## config.mk

```make
export PLATFORM = sky130hd
export DESIGN_NAME = aes_round_sequencer
export DESIGN_NICKNAME = d
export VERILOG_FILES = /design/src/rtl/aes_round_sequencer.sv
export SDC_FILE = /design/constraint.sdc
export NUM_CORES = 1
export LEC_CHECK = 0
export CORE_AREA = 2 2 271 273
export DETAILED_ROUTE_END_ITERATION = 12
export DIE_AREA = 0 0 273 275
export PLACE_DENSITY = 0.68
export SKIP_LAST_GASP = 1
export SLEW_MARGIN = 20
export SYNTH_ARGS = -nofsm -noshare
export SYNTH_HDL_FRONTEND = slang
export SYNTH_SLANG_ARGS = --single-unit
```

## constraint.sdc

```tcl
create_clock -name clk -period 2.1 [get_ports clk]
set_input_delay 0.525 -clock clk [delete_from_list [all_inputs] [get_ports clk]]
set_output_delay 0.525 -clock clk [all_outputs]
set_load 0.02 [all_outputs]
```

## src/rtl/aes_round_sequencer.sv

```systemverilog
// aes_round_sequencer
// Control FSM that walks the one-round feedback AES datapath through a full
// AES-128 encryption: fetches four round-key words per round from a
// synchronous key store, performs the round-0 whitening locally, fires
// rounds 1..NROUNDS on the datapath and captures the ciphertext.
//
// Optional build macro: AES_SEQ_ABORT_EN adds an 'abort' input that returns
// the sequencer to IDLE from any active state without a done pulse.
module aes_round_sequencer #(
    parameter int NROUNDS  = 10,
    parameter int KEY_BASE = 0,
    parameter int AW       = 6
) (
    input  logic          clk,
    input  logic          rst_n,
    input  logic          start,
`ifdef AES_SEQ_ABORT_EN
    input  logic          abort,
`endif
    input  logic [31:0]   pt0,
    input  logic [31:0]   pt1,
    input  logic [31:0]   pt2,
    input  logic [31:0]   pt3,
    output logic          busy,
    output logic          done,
    output logic [31:0]   ct0,
    output logic [31:0]   ct1,
    output logic [31:0]   ct2,
    output logic [31:0]   ct3,
    output logic [AW-1:0] key_addr,
    output logic          key_rd,
    input  logic [31:0]   key_rdata,
    output logic [31:0]   dp_a,
    output logic [31:0]   dp_b,
    output logic [31:0]   dp_c,
    output logic [31:0]   dp_d,
    output logic [31:0]   dp_k1,
    output logic [31:0]   dp_k2,
    output logic [31:0]   dp_k3,
    output logic [31:0]   dp_k4,
    output logic [3:0]    dp_round,
    output logic          dp_key_flag,
    input  logic [31:0]   dp_x,
    input  logic [31:0]   dp_y,
    input  logic [31:0]   dp_z,
    input  logic [31:0]   dp_w
);

    typedef enum logic [2:0] {
        S_IDLE,
        S_FETCH,
        S_LAST,
        S_WHITEN,
        S_FIRE,
        S_DONE
    } state_t;

    localparam logic [AW-1:0] KB       = AW'(KEY_BASE);
    localparam logic [3:0]    LAST_RND = 4'(NROUNDS);

    state_t      fsm;
    logic [3:0]  rnd;
    logic [1:0]  word_idx;
    logic [31:0] st_w [4];
    logic [31:0] kreg [4];
    logic        abort_req;

`ifdef AES_SEQ_ABORT_EN
    assign abort_req = abort;
`else
    assign abort_req = 1'b0;
`endif

    // Round-key word r*4+w lives at KEY_BASE + 4*r + w (unsigned, AW bits).
    function automatic logic [AW-1:0] key_word_addr(input logic [3:0] r,
                                                     input logic [1:0] wi);
        return KB + AW'({r, wi});
    endfunction

    // Key registers drive the datapath key inputs directly so they stay
    // stable from the end of the fetch burst through the FIRE cycle.
    assign dp_k1 = kreg[0];
    assign dp_k2 = kreg[1];
    assign dp_k3 = kreg[2];
    assign dp_k4 = kreg[3];

    // Sequencer FSM with all outputs registered.
    always_ff @(posedge clk or negedge rst_n) begin
        if (!rst_n) begin
            fsm         <= S_IDLE;
            rnd         <= 4'd0;
            word_idx    <= 2'd0;
            busy        <= 1'b0;
            done        <= 1'b0;
            key_rd      <= 1'b0;
            key_addr    <= '0;
            dp_key_flag <= 1'b0;
            dp_round    <= 4'd0;
            dp_a        <= '0;
            dp_b        <= '0;
            dp_c        <= '0;
            dp_d        <= '0;
            ct0         <= '0;
            ct1         <= '0;
            ct2         <= '0;
            ct3         <= '0;
            for (int i = 0; i < 4; i++) begin
                st_w[i] <= '0;
                kreg[i] <= '0;
            end
        end else begin
            done        <= 1'b0;
            dp_key_flag <= 1'b0;
            if (abort_req && fsm != S_IDLE) begin
                fsm    <= S_IDLE;
                busy   <= 1'b0;
                key_rd <= 1'b0;
            end else begin
                case (fsm)
                    S_IDLE, S_DONE: begin
                        busy <= 1'b0;
                        fsm  <= S_IDLE;
                        if (start) begin
                            st_w[0]  <= pt0;
                            st_w[1]  <= pt1;
                            st_w[2]  <= pt2;
                            st_w[3]  <= pt3;
                            rnd      <= 4'd0;
                            word_idx <= 2'd0;
                            dp_round <= 4'd0;
                            key_addr <= key_word_addr(4'd0, 2'd0);
                            key_rd   <= 1'b1;
                            busy     <= 1'b1;
                            fsm      <= S_FETCH;
                        end
                    end
                    S_FETCH: begin
                        // Read data lags the address by one cycle.
                        if (word_idx != 2'd0) begin
                            kreg[word_idx - 2'd1] <= key_rdata;
                        end
                        if (word_idx == 2'd3) begin
                            key_rd <= 1'b0;
                            fsm    <= S_LAST;
                        end else begin
                            word_idx <= word_idx + 2'd1;
                            key_addr <= key_word_addr(rnd, word_idx + 2'd1);
                        end
                    end
                    S_LAST: begin
                        kreg[3] <= key_rdata;
                        if (rnd == 4'd0) begin
                            // Round 0 AddRoundKey; the fourth word bypasses kreg.
                            dp_a <= st_w[0] ^ kreg[0];
                            dp_b <= st_w[1] ^ kreg[1];
                            dp_c <= st_w[2] ^ kreg[2];
                            dp_d <= st_w[3] ^ key_rdata;
                            fsm  <= S_WHITEN;
                        end else begin
                            dp_key_flag <= 1'b1;
                            dp_round    <= rnd;
                            fsm         <= S_FIRE;
                        end
                    end
                    S_WHITEN: begin
                        rnd      <= 4'd1;
                        word_idx <= 2'd0;
                        key_addr <= key_word_addr(4'd1, 2'd0);
                        key_rd   <= 1'b1;
                        fsm      <= S_FETCH;
                    end
                    S_FIRE: begin
                        if (rnd != LAST_RND) begin
                            rnd      <= rnd + 4'd1;
                            word_idx <= 2'd0;
                            key_addr <= key_word_addr(rnd + 4'd1, 2'd0);
                            key_rd   <= 1'b1;
                            fsm      <= S_FETCH;
                        end else begin
                            // Final round output is combinational from the datapath.
                            ct0  <= dp_x;
                            ct1  <= dp_y;
                            ct2  <= dp_z;
                            ct3  <= dp_w;
                            done <= 1'b1;
                            busy <= 1'b0;
                            fsm  <= S_DONE;
                        end
                    end
                    default: begin
                        fsm <= S_IDLE;
                    end
                endcase
            end
        end
    end

endmodule

```

# Word-level counts from Yosys, hierarchy flattened
# Index checks and enable logic that the tools add are counted.
# word_totals
latch_bits	0
output_inout_bits	398
ramBits	0
n_memories	0
regBits	535
romBits	0
# classes
n_div	0
n_reduce_logical	20
addsub	3
magnitude_cmp	2
n_bitwise	6
eq_ne	14
n_mux	34
multipliers	0
n_shift	0
# ops
operator	n
128-bit bitwise mux	1
32-bit bitwise XOR	4
32-bit demux with 2-bit select	1
32-bit 2-to-1 mux	2
32-bit case mux with 2 select lines	1
6-bit case mux with 4 select lines	1
6-bit 2-to-1 mux	3
3-bit case mux with 5 select lines	1
2-bit inequality test, second input constant	7
4-bit 2-to-1 mux	3
4-bit case mux with 3 select lines	1
2-bit AND reduction	6
1-bit 2-to-1 mux	10
3-bit 2-to-1 mux	3
2-bit case mux with 4 select lines	1
4-bit case mux with 2 select lines	1
4-bit AND reduction	2
2-bit nonzero test	4
3-bit by 2-bit == test with 1-bit output, second input constant	2
3-bit == test, second input constant	2
2-bit 2-to-1 mux	3
3-bit AND reduction	2
4-bit by 1-bit adder with 4-bit output, second input constant	1
4-bit zero test	1
16 further kinds	16

# Depth between registers and ports, before layout
# logic_depth
ltp_word	9
depth_mapped	10
mapped_depth_nobuf	7

# Least setup slack after synthesis
# OpenSTA, ideal clock, no wires.
# synth_timing
path_kind	register to register
from	register rnd[0]
to	register dp_c[0]
stages_incl_launch_ff	11
slack_ps	-75
setup_ps	132
path_buffers	4
t_arrival_ps	2042
synth_period_minus_slack_ps	2175
cell_sequence	dfrtp_1 > inv_1 > ha_1 > or3b_1 > or4_1 > buf_2 > buf_6 > buf_6 > buf_6 > nand2_1 > o21ai_1
# synth_via
elab_chain_len	2
# synth_rtl
item	line_no	source
start: declaration	62	logic [3:0] rnd;
start signal: assignment	174	rnd <= rnd + 4'd1;
4-bit zero test	152	if (rnd == 4'd0) begin
2-bit AND reduction (no line)	-	
end signal: assignment	156	dp_c <= st_w[2] ^ kreg[2];
end: declaration	35	output logic [31:0] dp_c,
# Every way passes these cells.
# A chain may end at the register's enable or synchronous reset.

# Worst setup path in the final report
# layout_timing
from	register rnd[0]
to	register dp_d[20]
# layout_via
elab_chain_len	2
# layout_rtl
item	line_no	source
4-bit zero test	152	
2-bit AND reduction (no line)	-	
end signal: assignment	157	dp_d <= st_w[3] ^ key_rdata;
end: declaration	36	output logic [31:0] dp_d,
# Every way passes these cells.

==> results.yml <==
global_route:
  grt_max_degree: 74
  track_usage_pct: 17.68
  grt_pass1_vias: 15910
  grt_overflow: 0
  grt_pass1_wl_mm: 100.6
  antenna_found_initial: 12
detailed_routing:
  antenna_left: 0
  viasPerCell: 4.522
  postRouteWirelength_mm: 69.36
  wire_per_inst_um: 21.22
  drc_errors: 0
  dr_total_vias: 14780
  drt_first_pass_iters: 5
  drtIter0Drc: 620
synthesis:
  ys_seq_area_share_pct: 63.58
  syn_inst: 1477
  syn_area_um2: 21060
  synth_nets: 1776
  synth_edf_count: 0
  synth_warnings: 0
  async_flop_share_pct: 100.0
  synth.distinct_cells: 39
  ys.flop_type: "dfrtp_1"
  syn_area_per_cell_um2: 14.26
  ys_ff_latch: 535
sta:
  maxSlewHeadroom_pct: 59.08
  layout_min_cycle_time_ns: 2.123
  finalWorstSetupSlack_ns: -0.02339
  finalCritPeriodShare_pct: 101.1
  setup_tns_ns: -0.07816
  setup_viol_count_final: 8
  max_freq_ghz: 0.4709
  rsz0062_at_grt: "true"
  hold_viol: 0
  skew_ns: 0.02726
  max_slew.worst_pin.slew_ns: 0.6137
  slew_violations: 0
cts:
  cts_tree: "built"
  worst_skew_pair.late_latency_ns: 0.60
  root_buffer: "clkbuf_16"
  clockBufferDepth: 3
  cts.sinks: 535
  cts_max_level: 2
  numCtsBuffers: 58
  clkTransAtPathRegs_ns: 0.06
critical_path:
  end_kind: "flip-flop"
  worstSetupEndpoint: "dp_d[20]"
  r2r_end: "dp_d[20]"
  crit_fanout: 21
  cp.arrival_ns: 2.59
  reg2reg_slack_ns: -0.02
  crit_type: "reg -> reg"
  required_ns: 2.57
  reg2reg_depth: 8
  cp-start-kind: "flip-flop"
  cp-startpoint: "rnd[0]"
  r2r-start: "rnd[0]"
power:
  p_leak_nw: 15.16
  p_comb_share_pct: 10.7
  power.density_nw_per_um2: 787.2
  internal-power_mw: 18.98
  sequentialPowerShare_pct: 44.8
  switching_share_pct: 23.96
  p_clk_share_pct: 44.5
  p_sw_mw: 5.979
  peakVddDrop_mv: 0.5483
floorplanning:
  ios: 689
  core_um2: 72340
  rows: 99
  initial_core_util_pct: 29.11
  die_x_um: 273
  chipHeight_um: 275
  dieArea_um2: 75080
placed_design:
  hpwl_mm: 50.65
  place_ws_ns: -0.2285
  io_buffers: 688
  gp_congestion: 0.8485
  dpl_cell_area_um2: 29780
  dp_cells: 3142
finish:
  register_area_um2: 13390
  area_growth_pct: 50.56
  drive_gt1_share_pct: 25.24
  multi_input_area_um2: 7204
  design_area_um2: 31700
  fill_cells: 6743
  final_common_cell: "dfrtp_1"
  final_cell_count_no_fill: 3269
  layout_common_cells: "535 x dfrtp_1, 394 x dlygate4sd2_1, 357 x mux2_2"
  fin_nets: 2556
status:
  status: "complete, but fails checks"
  violations: "setup timing"
hold_path:
  hp-class: "reg -> reg"
run:
  cap_violations: 0
==> cells by family (layout without fill, tap and decap cells) <==
logic type | Yosys count | in the layout | synth area share [%]
flip-flops | 535 | 535 | 63.58
multiplexers | 390 | 390 | 20.85
AND/OR/NAND/NOR | 172 | 172 | 3.494
AO/OA/AOI/OAI | 154 | 154 | 3.774
XOR/XNOR | 128 | 128 | 5.324
buffers and inverters | 89 | 914 | 2.454
adder cells (fa/ha/maj) | 9 | 9 | 0.5230
other | 0 | 8 | 0
==> synth_stat cells, drive strengths merged (2+ instances only) <==
cell type	count	area (um^2)
a22o	2	17.52
ha	8	100.1
clkbuf	16	60.06
mux2i	2	20.02
nand3b	3	22.52
nor3b	3	22.52
buf	58	400.4
or3b	2	17.52
a21oi	6	30.03
nand2	145	544.3
nor4b	2	23.77
or3	3	23.77
nor3	3	15.01
dfrtp	535	13390
inv	15	56.30
o21bai	3	22.52
nand3	2	10.01
nor2	2	7.510
o21ai	140	700.7
mux2	388	4369
xnor2	128	1121
nor2b	2	12.51
==> power groups by stage <==
stage	sequential (mW)	combinational (mW)	clock, mW
2_1_floorplan	11.8	0.596	0
3_3_place_gp	11.4	2.93	0
3_5_place_dp	11.4	2.97	0
4_1_cts	11.2	2.71	11.4
5_1_grt	11.2	2.89	11.9
6_report	11.2	2.68	11.1
==> critical path, stage by stage (launching register included) <==
cell and delay (ns):
dfrtp_1 0.39, inv_2 0.06, ha_1 0.13, or3b_4 0.37, or4_4 0.48, buf_12 0.18, clkbuf_16 0.21, nand2_1 0.08
o21ai_1 0.05
==> flip-flops by register name (all words and copies together), names as in the netlist, 2 cells and up <==
name,flops
fsm,3
ct0,32
dp_k1,32
dp_round,4
dp_k2,32
ct3,32
ct2,32
dp_k4,32
ct1,32
dp_k3,32
word_idx,2
rnd,4
key_addr,6
dp_b,32
st_w,128
dp_a,32
dp_d,32
dp_c,32
==> stage by stage <==
stage	hold WS, ns	total power, mW	utilization [%]
after global routing	0.4595	25.99	43.82
after global placement	0.4634	14.29	41.16
final	0.4709	24.96	43.82
after detailed placement	0.4740	14.35	41.16
after CTS	0.4464	25.29	43.50
after floorplan	0.2294	12.36	-
==> how the worst min path moves through the flow <==
stage | startpoint | endpoint | slack [ns] | cells after the start
6_report | dp_a[18] | dp_a[18] | 0.47 | 2
5_1_grt | rst_n | ct2[16] | 0.46 | 2
4_1_cts | rst_n | dp_k4[23] | 0.45 | 2
3_5_place_dp | dp_b[9] | dp_b[9] | 0.47 | 2
3_3_place_gp | dp_b[31] | dp_b[31] | 0.46 | 2
2_1_floorplan | rst_n | busy | 0.23 | 0
==> layer usage <==
layer / GRT usage [%] / part of all wire [%] / vias up
met1: 21.45 / 40 / 7449
met5: 0 / 0.019 / -
met3: 4.696 / 7.2 / 121
li1: - / - / 6625
met2: 29.98 / 49 / 587
met4: 6.960 / 3.4 / 2
==> what timing repair did <==
action,CTS,global route
setup buffers,0,5
pin swaps,0,1
gates resized for setup,406,19
hold buffers,1,0
setup endpoints to repair,518,321
endpoints found under the hold margin,20,0
gates cloned,2,6
==> layout make-up <==
class / count / area share [%]
Sequential cell: 535 / 42.23
Timing Repair inverter: 1 / 0.03552
Clock buffer: 77 / 5.218
Clock inverter: 28 / 1.350
Antenna cell: 8 / 0.06315
Multi-Input combinational cell: 853 / 22.73
Inverter: 15 / 0.2171
Timing Repair Buffer: 793 / 24.38
Tap cell: 959 / 3.785
Power figures use the tool's default switching activity.
